### src/rtl/mem_request_ctrl_pkg.sv
// Shared definitions for the memory request sequencer and the IO controller
// that feeds it: mode encodings, bus widths, FSM state type and the
// read-timeout marker word.
package mem_ctrl_pkg;

    localparam int ADDR_W = 25;
    localparam int DATA_W = 16;
    localparam int BE_W   = 2;

    // IO controller mode encodings
    localparam logic [1:0] MODE_CLEAR = 2'b00;
    localparam logic [1:0] MODE_READ  = 2'b01;
    localparam logic [1:0] MODE_WRITE = 2'b10;
    localparam logic [1:0] MODE_IDLE  = 2'b11;

    // Returned in memOut when a read never produced data
    localparam logic [DATA_W-1:0] TIMEOUT_DATA = 16'hDEAD;

    localparam logic [BE_W-1:0] BE_ALL  = 2'b11;
    localparam logic [BE_W-1:0] BE_NONE = 2'b00;

    typedef enum logic [2:0] {
        ST_IDLE,
        ST_WRITE_REQ,
        ST_READ_REQ,
        ST_READ_WAIT,
        ST_CLEAR_REQ
    } memReqState_t;

endpackage

### src/rtl/mem_request_ctrl_if.sv
// Signal bundle between the IO controller, the request sequencer and the
// SDRAM controller's Avalon-MM slave. The sequencer is the Avalon master.
interface mem_request_ctrl_if;
    import mem_ctrl_pkg::*;

    // IO controller side
    logic              ioDone;
    logic [1:0]        modeOutput;
    logic [ADDR_W-1:0] memoryAddress;
    logic [DATA_W-1:0] ioDataOut;
    logic              memDone;
    logic [DATA_W-1:0] memOut;
    logic              memError;

    // Avalon-MM side
    logic [ADDR_W-1:0] avmAddress;
    logic [DATA_W-1:0] avmWriteData;
    logic [BE_W-1:0]   avmByteEnable;
    logic              avmRead;
    logic              avmWrite;
    logic              avmWaitRequest;
    logic [DATA_W-1:0] avmReadData;
    logic              avmReadDataValid;

    // Sequencer view
    modport master (
        input  ioDone, modeOutput, memoryAddress, ioDataOut,
        output memDone, memOut, memError,
        output avmAddress, avmWriteData, avmByteEnable, avmRead, avmWrite,
        input  avmWaitRequest, avmReadData, avmReadDataValid
    );

    // Environment view: IO controller plus SDRAM slave
    modport slave (
        output ioDone, modeOutput, memoryAddress, ioDataOut,
        input  memDone, memOut, memError,
        input  avmAddress, avmWriteData, avmByteEnable, avmRead, avmWrite,
        output avmWaitRequest, avmReadData, avmReadDataValid
    );

endinterface

### src/rtl/mem_request_ctrl_event_detect.sv
// Turns IO controller levels into one-cycle start pulses. ioDone and
// modeOutput are registered every cycle; an event is the difference between
// the current and registered values. Only one pulse is ever high.
module mem_req_event_detect
    import mem_ctrl_pkg::*;
(
    input  logic       clk,
    input  logic       i_io_done,
    input  logic [1:0] i_mode,
    output logic       o_start_clear,
    output logic       o_start_write,
    output logic       o_start_read
);

    logic       r_io_done;
    logic [1:0] r_mode;
    logic       w_io_rise;
    logic       w_clear_raw;
    logic       w_write_raw;
    logic       w_read_raw;

    // Track the inputs every cycle, reset included, so leaving reset with
    // mode already at clear does not look like a fresh entry into clear mode.
    always_ff @(posedge clk) begin
        r_io_done <= i_io_done;
        r_mode    <= i_mode;
    end

    // Raw events then fixed priority clear > write > read.
    always_comb begin
        w_io_rise     = i_io_done & ~r_io_done;
        w_clear_raw   = (i_mode == MODE_CLEAR) && (r_mode != MODE_CLEAR);
        w_write_raw   = w_io_rise && (i_mode == MODE_IDLE);
        w_read_raw    = w_io_rise && (i_mode == MODE_READ);
        o_start_clear = w_clear_raw;
        o_start_write = w_write_raw & ~w_clear_raw;
        o_start_read  = w_read_raw & ~w_clear_raw & ~w_write_raw;
    end

endmodule

### src/rtl/mem_request_ctrl.sv
// Request sequencer: converts IO controller events into single-word Avalon
// writes/reads or a zeroing sweep over addresses 0..CLEAR_WORDS-1.
// Every output is a register; the combinational block computes next values.
//
// state        | meaning
// -------------+---------------------------------------------------------
// ST_IDLE      | memDone high, strobes low, waiting for an event
// ST_WRITE_REQ | avmWrite high with captured address/data until accepted
// ST_READ_REQ  | avmRead high with captured address until accepted
// ST_READ_WAIT | strobes low, waiting for readdatavalid or the timeout
// ST_CLEAR_REQ | avmWrite of zero, address stepping on each acceptance
module mem_request_ctrl
    import mem_ctrl_pkg::*;
#(
    parameter int CLEAR_WORDS  = 1024,
    parameter int READ_TIMEOUT = 255
)
(
    input  logic                clk,
    input  logic                reset,
    mem_request_ctrl_if.master  bus
);

    // Down-counter loaded with READ_TIMEOUT-1 at acceptance; reaching zero
    // without data on the last allowed cycle means the read timed out.
    localparam int                TO_W     = (READ_TIMEOUT > 1) ? $clog2(READ_TIMEOUT) : 1;
    localparam logic [TO_W-1:0]   TO_LOAD  = TO_W'(READ_TIMEOUT - 1);
    localparam logic [TO_W-1:0]   TO_ONE   = TO_W'(1);
    // 26-bit sweep counter so a full 2^25-word sweep ends without wrapping
    localparam logic [ADDR_W:0]   CLR_LAST = (ADDR_W + 1)'(CLEAR_WORDS - 1);
    localparam logic [ADDR_W:0]   CLR_ONE  = (ADDR_W + 1)'(1);

    memReqState_t      r_state,        w_state;
    logic              r_mem_done,     w_mem_done;
    logic [DATA_W-1:0] r_mem_out,      w_mem_out;
    logic              r_mem_error,    w_mem_error;
    logic [ADDR_W-1:0] r_avm_address,  w_avm_address;
    logic [DATA_W-1:0] r_avm_wdata,    w_avm_wdata;
    logic [BE_W-1:0]   r_avm_be,       w_avm_be;
    logic              r_avm_read,     w_avm_read;
    logic              r_avm_write,    w_avm_write;
    logic [ADDR_W:0]   r_clr_addr,     w_clr_addr;
    logic [TO_W-1:0]   r_to_cnt,       w_to_cnt;

    logic              w_start_clear;
    logic              w_start_write;
    logic              w_start_read;

    mem_req_event_detect u_event_detect (
        .clk           (clk),
        .i_io_done     (bus.ioDone),
        .i_mode        (bus.modeOutput),
        .o_start_clear (w_start_clear),
        .o_start_write (w_start_write),
        .o_start_read  (w_start_read)
    );

    // State and output registers; reset abandons any in-flight request.
    always_ff @(posedge clk) begin
        if (reset) begin
            r_state       <= ST_IDLE;
            r_mem_done    <= 1'b1;
            r_mem_out     <= '0;
            r_mem_error   <= 1'b0;
            r_avm_address <= '0;
            r_avm_wdata   <= '0;
            r_avm_be      <= BE_NONE;
            r_avm_read    <= 1'b0;
            r_avm_write   <= 1'b0;
            r_clr_addr    <= '0;
            r_to_cnt      <= '0;
        end else begin
            r_state       <= w_state;
            r_mem_done    <= w_mem_done;
            r_mem_out     <= w_mem_out;
            r_mem_error   <= w_mem_error;
            r_avm_address <= w_avm_address;
            r_avm_wdata   <= w_avm_wdata;
            r_avm_be      <= w_avm_be;
            r_avm_read    <= w_avm_read;
            r_avm_write   <= w_avm_write;
            r_clr_addr    <= w_clr_addr;
            r_to_cnt      <= w_to_cnt;
        end
    end

    // Next state and next output values; holding by default keeps the bus
    // stable while the slave asserts waitrequest.
    always_comb begin
        w_state       = r_state;
        w_mem_done    = r_mem_done;
        w_mem_out     = r_mem_out;
        w_mem_error   = r_mem_error;
        w_avm_address = r_avm_address;
        w_avm_wdata   = r_avm_wdata;
        w_avm_be      = r_avm_be;
        w_avm_read    = r_avm_read;
        w_avm_write   = r_avm_write;
        w_clr_addr    = r_clr_addr;
        w_to_cnt      = r_to_cnt;

        case (r_state)
            ST_IDLE: begin
                if (w_start_clear) begin
                    w_state       = ST_CLEAR_REQ;
                    w_clr_addr    = '0;
                    w_avm_address = '0;
                    w_avm_wdata   = '0;
                    w_avm_be      = BE_ALL;
                    w_avm_write   = 1'b1;
                    w_mem_done    = 1'b0;
                end else if (w_start_write) begin
                    w_state       = ST_WRITE_REQ;
                    w_avm_address = bus.memoryAddress;
                    w_avm_wdata   = bus.ioDataOut;
                    w_avm_be      = BE_ALL;
                    w_avm_write   = 1'b1;
                    w_mem_done    = 1'b0;
                end else if (w_start_read) begin
                    w_state       = ST_READ_REQ;
                    w_avm_address = bus.memoryAddress;
                    w_avm_be      = BE_ALL;
                    w_avm_read    = 1'b1;
                    w_mem_error   = 1'b0;
                    w_mem_done    = 1'b0;
                end
            end

            ST_WRITE_REQ: begin
                if (!bus.avmWaitRequest) begin
                    w_state     = ST_IDLE;
                    w_avm_write = 1'b0;
                    w_avm_be    = BE_NONE;
                    w_mem_done  = 1'b1;
                end
            end

            ST_READ_REQ: begin
                if (!bus.avmWaitRequest) begin
                    w_state    = ST_READ_WAIT;
                    w_avm_read = 1'b0;
                    w_avm_be   = BE_NONE;
                    w_to_cnt   = TO_LOAD;
                end
            end

            ST_READ_WAIT: begin
                if (bus.avmReadDataValid) begin
                    w_state    = ST_IDLE;
                    w_mem_out  = bus.avmReadData;
                    w_mem_done = 1'b1;
                end else if (r_to_cnt == '0) begin
                    w_state     = ST_IDLE;
                    w_mem_out   = TIMEOUT_DATA;
                    w_mem_error = 1'b1;
                    w_mem_done  = 1'b1;
                end else begin
                    w_to_cnt = r_to_cnt - TO_ONE;
                end
            end

            ST_CLEAR_REQ: begin
                if (!bus.avmWaitRequest) begin
                    if (r_clr_addr == CLR_LAST) begin
                        w_state     = ST_IDLE;
                        w_avm_write = 1'b0;
                        w_avm_be    = BE_NONE;
                        w_mem_done  = 1'b1;
                    end else begin
                        w_clr_addr    = r_clr_addr + CLR_ONE;
                        w_avm_address = w_clr_addr[ADDR_W-1:0];
                    end
                end
            end

            default: begin
                w_state = ST_IDLE;
            end
        endcase
    end

    assign bus.memDone       = r_mem_done;
    assign bus.memOut        = r_mem_out;
    assign bus.memError      = r_mem_error;
    assign bus.avmAddress    = r_avm_address;
    assign bus.avmWriteData  = r_avm_wdata;
    assign bus.avmByteEnable = r_avm_be;
    assign bus.avmRead       = r_avm_read;
    assign bus.avmWrite      = r_avm_write;

endmodule
### src/flat_wrapper.sv
// flat-port wrapper written by rule: the top's interface ports become plain ports
module mem_request_ctrl_flat import mem_ctrl_pkg::*;
#(
    parameter int CLEAR_WORDS  = 1024,
    parameter int READ_TIMEOUT = 255
)
  (clk, reset, bus_ioDone, bus_modeOutput, bus_memoryAddress, bus_ioDataOut, bus_memDone, bus_memOut, bus_memError, bus_avmAddress, bus_avmWriteData, bus_avmByteEnable, bus_avmRead, bus_avmWrite, bus_avmWaitRequest, bus_avmReadData, bus_avmReadDataValid);
  mem_request_ctrl_if bus_i ();
  input  logic clk;
  input  logic reset;
  input wire logic [$bits(bus_i.ioDone)-1:0] bus_ioDone;
  input wire logic [$bits(bus_i.modeOutput)-1:0] bus_modeOutput;
  input wire logic [$bits(bus_i.memoryAddress)-1:0] bus_memoryAddress;
  input wire logic [$bits(bus_i.ioDataOut)-1:0] bus_ioDataOut;
  output wire logic [$bits(bus_i.memDone)-1:0] bus_memDone;
  output wire logic [$bits(bus_i.memOut)-1:0] bus_memOut;
  output wire logic [$bits(bus_i.memError)-1:0] bus_memError;
  output wire logic [$bits(bus_i.avmAddress)-1:0] bus_avmAddress;
  output wire logic [$bits(bus_i.avmWriteData)-1:0] bus_avmWriteData;
  output wire logic [$bits(bus_i.avmByteEnable)-1:0] bus_avmByteEnable;
  output wire logic [$bits(bus_i.avmRead)-1:0] bus_avmRead;
  output wire logic [$bits(bus_i.avmWrite)-1:0] bus_avmWrite;
  input wire logic [$bits(bus_i.avmWaitRequest)-1:0] bus_avmWaitRequest;
  input wire logic [$bits(bus_i.avmReadData)-1:0] bus_avmReadData;
  input wire logic [$bits(bus_i.avmReadDataValid)-1:0] bus_avmReadDataValid;
  assign bus_i.ioDone = bus_ioDone;
  assign bus_i.modeOutput = bus_modeOutput;
  assign bus_i.memoryAddress = bus_memoryAddress;
  assign bus_i.ioDataOut = bus_ioDataOut;
  assign bus_memDone = bus_i.memDone;
  assign bus_memOut = bus_i.memOut;
  assign bus_memError = bus_i.memError;
  assign bus_avmAddress = bus_i.avmAddress;
  assign bus_avmWriteData = bus_i.avmWriteData;
  assign bus_avmByteEnable = bus_i.avmByteEnable;
  assign bus_avmRead = bus_i.avmRead;
  assign bus_avmWrite = bus_i.avmWrite;
  assign bus_i.avmWaitRequest = bus_avmWaitRequest;
  assign bus_i.avmReadData = bus_avmReadData;
  assign bus_i.avmReadDataValid = bus_avmReadDataValid;
  mem_request_ctrl #(.CLEAR_WORDS(CLEAR_WORDS), .READ_TIMEOUT(READ_TIMEOUT)) u_core (.clk(clk), .reset(reset), .bus(bus_i));
endmodule
### config.mk
export PLATFORM = sky130hd
export DESIGN_NAME = mem_request_ctrl_flat
export DESIGN_NICKNAME = d
export VERILOG_FILES = /design/src/rtl/mem_request_ctrl_pkg.sv /design/src/rtl/mem_request_ctrl_if.sv /design/src/rtl/mem_request_ctrl_event_detect.sv /design/src/rtl/mem_request_ctrl.sv /design/src/flat_wrapper.sv
export SDC_FILE = /design/constraint.sdc
export NUM_CORES = 1
export LEC_CHECK = 0
export ABC_CLOCK_PERIOD_IN_PS = 2600
export BUFFER_PORTS_ARGS = -buffer_cell sky130_fd_sc_hd__buf_2
export CAP_MARGIN = 20
export CORE_ASPECT_RATIO = 1.5
export CORE_MARGIN = 10
export CORE_UTILIZATION = 45
export DETAILED_ROUTE_END_ITERATION = 12
export PLACE_DENSITY = 0.72
export SYNTH_ARGS = -nofsm -noshare
export SYNTH_HDL_FRONTEND = slang
export SYNTH_SLANG_ARGS = --single-unit
export TNS_END_PERCENT = 5
### constraint.sdc
create_clock -name clk -period 2.6 [get_ports clk]
set_clock_uncertainty 0.1 [all_clocks]
set_input_delay 0 -clock clk [delete_from_list [all_inputs] [get_ports clk]]
set_output_delay 0 -clock clk [all_outputs]
set_load 0.01 [all_outputs]
==> impl_results.md <==
- Maximum count of clock buffers along a single path: 2
- Share of synthesized registers carrying an async set or reset: 0%
- DP Wirelength: a little over 10000 um
- Status: finished clean
- Worst Path Required: ~2800 ps
- Ys flop type: dfxtp_1
- Fillcell total: just under 900
- Ant. Diodes: 0
- Pre-CTS setup slack: 126 ps
- HP Class: in -> reg
- Comb pwr share: between 10% and 20%
- Final setup margin: 210 ps
- P_int: 2.53 mW
- Most common cell after layout, fill and taps aside: buf_2
- Setup TNS: 0 ps
- Clk root buf: clkbuf_16
- R2R setup slack: approximately 210 ps
- CP Cell Sequence: ha_1 > nand3_2 > or3_1 > or4_4 > a21oi_2 > a211oi_1 > nor3_2
- Routed len/inst: 17.0 um
- Fmax: 418 MHz
- Hold path cells: 2
- Tmin final: ~2400 ps
- Met3 usage in global routing: between 6 and 7%
- Switching part of the total: about a quarter
- Clock network power share: between 30% and 40%
- CP peak stage delay: between 500 and 600 ps
- Max-cap viol count: 0
- Initial DRC count: ~220
- Max-Slew Margin vs Limit: 59.8%
- M2 GR Usage: around 33%
- Multi-input gate area: approximately 2400 um^2
- Kind of end point of the critical path: register
- CORE AREA: approximately 10000 um^2
- Initial antenna violation count: 0
- DR DRC count: 0
- Clock slew at reported path FFs: ~70 ps
- Die Wd: 103 um
- Max FO, Critical Path: 6
- Vias in the first global route: a little under 5000
- WS Path Type: reg -> reg
- Gr usage total: just under 20%
- # IOs: 127
- TritonCTS Sinks: between 100 and 150
- Lkg Pwr: around 2.6 nW
- RSZ-0062 raised after global routing: no
- Synthesized area per cell: slightly above 8 um^2
- EDFF count, synth: 0
- Most frequent cells in the layout: buf_2 (126), nor2_1 (103), dfxtp_1 (102), dlygate4sd3_1 (63), nor3_1 (44)
- Warnings, synthesis: 0
- Total grt overflow: 0
- Reg power frac: 48.6%
- Num rows: 45
- RePlAce Congestion: slightly above 1
- Register area share after synthesis: a little over two fifths
- Vias: approximately 5000
- Fin. Hold Viols: 0
- Critical Path Start Type: register
- Routed wire length: 14700 um
- Die Ht: 144 um
- Worst Tran Pin Value: 597 ps
- Max VDD drop: between 0.0003 and 0.0004 V
- Post-Syn Area: about 4600 um^2
- FF/Latch Area: between 2000 and 2500 um^2
- Area grow syn2layout: 35.8%
- CTS tree: built
- CTS buffer count: 9
- Buffers on Ports: 126
- Pwr dens: roughly 540 nW/um^2
- H-tree levels: 3
- Final nets: between 800 and 900
- Arrival @ worst endpoint: between 2000 and 3000 ps
- FF-to-FF path depth: 7
- Clock insertion delay at the later pin of the skew report: 340 ps
- Syn Inst Count: 565
- Final setup violation count: 0
- Number of library cell types mapped by synthesis: 59
- Post-route ant nets: 0
- Via density: 5.67
- Met1 Track Usage GR: a little over a fifth
- CP max-delay cell: or4_4
- GR peak layer: met2
- Flops & latches, synth: 102
- First-pass GRT wire length: ~24000 um
- Tcrit/Tclk final: between 90% and 100%
- Initial core utilization: between 40% and 50%
- Pin count of the biggest net entering global routing: 33
- Switching power: 891 uW
- TritonRoute pass-1 iters: 4
- Syn nets: around 630
- Die footprint: between 10000 and 15000 um^2
- Fin. max-slew vios: 0
- Share of layout cells above drive strength 1: between 20% and 30%
[repair_timing]
item                                    4_1_cts  5_1_grt
hold buffers                                 63        0
resized for setup                             0        1
hold endpoints to repair                     66        0
buffers inserted                              0        0
endpoints found under the setup margin        0       23
[cell usage after synthesis, types with 2 or more instances]
master | number | area [um^2]
nand2b_1 | 3 | 18.8
or4_1 | 3 | 22.5
o21ai_0 | 16 | 80.1
xor2_1 | 8 | 70.1
o31ai_1 | 4 | 30.0
a311oi_1 | 6 | 52.6
a31oi_1 | 4 | 25.0
nand3_1 | 15 | 75.1
nor4b_1 | 2 | 17.5
o22ai_1 | 2 | 12.5
a21oi_2 | 2 | 17.5
a22oi_1 | 21 | 158
nor2_1 | 103 | 387
nand3b_1 | 2 | 15.0
dfxtp_1 | 102 | 2040
nor3_2 | 3 | 30.0
buf_2 | 13 | 65.1
clkbuf_1 | 26 | 97.6
a21oi_1 | 35 | 175
a211oi_1 | 11 | 82.6
xnor2_1 | 18 | 158
inv_1 | 5 | 18.8
or3_1 | 7 | 43.8
nand2_1 | 33 | 124
nor3_1 | 44 | 220
nand3_2 | 3 | 30.0
a221oi_1 | 16 | 140
and4_1 | 3 | 26.3
and3_1 | 7 | 43.8
and2_1 | 5 | 31.3
ha_1 | 3 | 37.5
nand4_1 | 5 | 31.3
nor4_1 | 9 | 56.3
[worst max-delay path, delay by kind of cell (launching register included)]
| family | cells | cell delay, ps |
|---|---|---|
| flops | 1 | 430 |
| simple gates | 4 | 1260 |
| fa+ha+maj | 1 | 280 |
| compound gates | 2 | 250 |
[per-layer routing]
layer,share of wire (%),vias to the layer above
met5,0,-
met4,2.7,0
met3,8.4,31
met2,49,176
met1,40,2299
li1,-,2401
[flip-flops by register name (all words and copies together) (netlist names), 2 cells and up]
signal / flops
u_core.bus.avmAddress: 25
u_core.r_state: 3
u_core.bus.avmWriteData: 16
u_core.u_event_detect.r_mode: 2
u_core.bus.memOut: 16
u_core.r_to_cnt: 8
u_core.r_clr_addr: 26
[logic make-up after synthesis]
logic type | synth area share, %
xor+xnor | 4.90
flops | 44.0
fa+ha+maj | 0.808
compound gates | 19.4
buf+inv | 4.42
simple gates | 26.6
[power by group through the flow]
| stage | Combinational [mW] | Sequential, mW | Clock, mW |
|---|---|---|---|
| after detailed placement | 0.460 | 1.70 | 0 |
| final | 0.540 | 1.67 | 1.22 |
| after global placement | 0.451 | 1.70 | 0 |
| after CTS | 0.534 | 1.67 | 1.24 |
| after floorplan | 0.250 | 1.72 | 0 |
| after global routing | 0.595 | 1.67 | 1.30 |
[path summary, 6_finish.rpt]
kind | start | to
max reg2reg | u_core.r_clr_addr[0] | u_core.bus.avmAddress[24]
min | bus_modeOutput[0] | u_core.u_event_detect.r_mode[0]
min reg2reg | u_core.bus.avmWrite | u_core.bus.avmWrite
max | u_core.r_clr_addr[0] | u_core.bus.avmAddress[24]
[through the flow]
stage / power (mW) / instance area, um^2 / hold WS (ps) / utilization, % / cells
after global placement: 2.15 / 5410 / 27.4 / 53.4 / 789
after CTS: 3.44 / 6300 / 217 / 62.2 / 866
after global routing: 3.56 / 6310 / 256 / 62.2 / 866
final: 3.43 / 6310 / 248 / 62.2 / 866
after floorplan: 1.97 / 4650 / -72.3 / - / 565
after detailed placement: 2.16 / 5410 / 31.0 / 53.4 / 789
[cell type report]
class                   count  area share, %
clock buffers              12           3.91
clock inverters             2          0.159
inverters                   5          0.298
multi-input cells         416           38.2
flip-flops and latches    102           32.4
well taps                 117           2.32
repair buffers            212           22.7
Note: power is estimated with default switching activity, not from simulation.
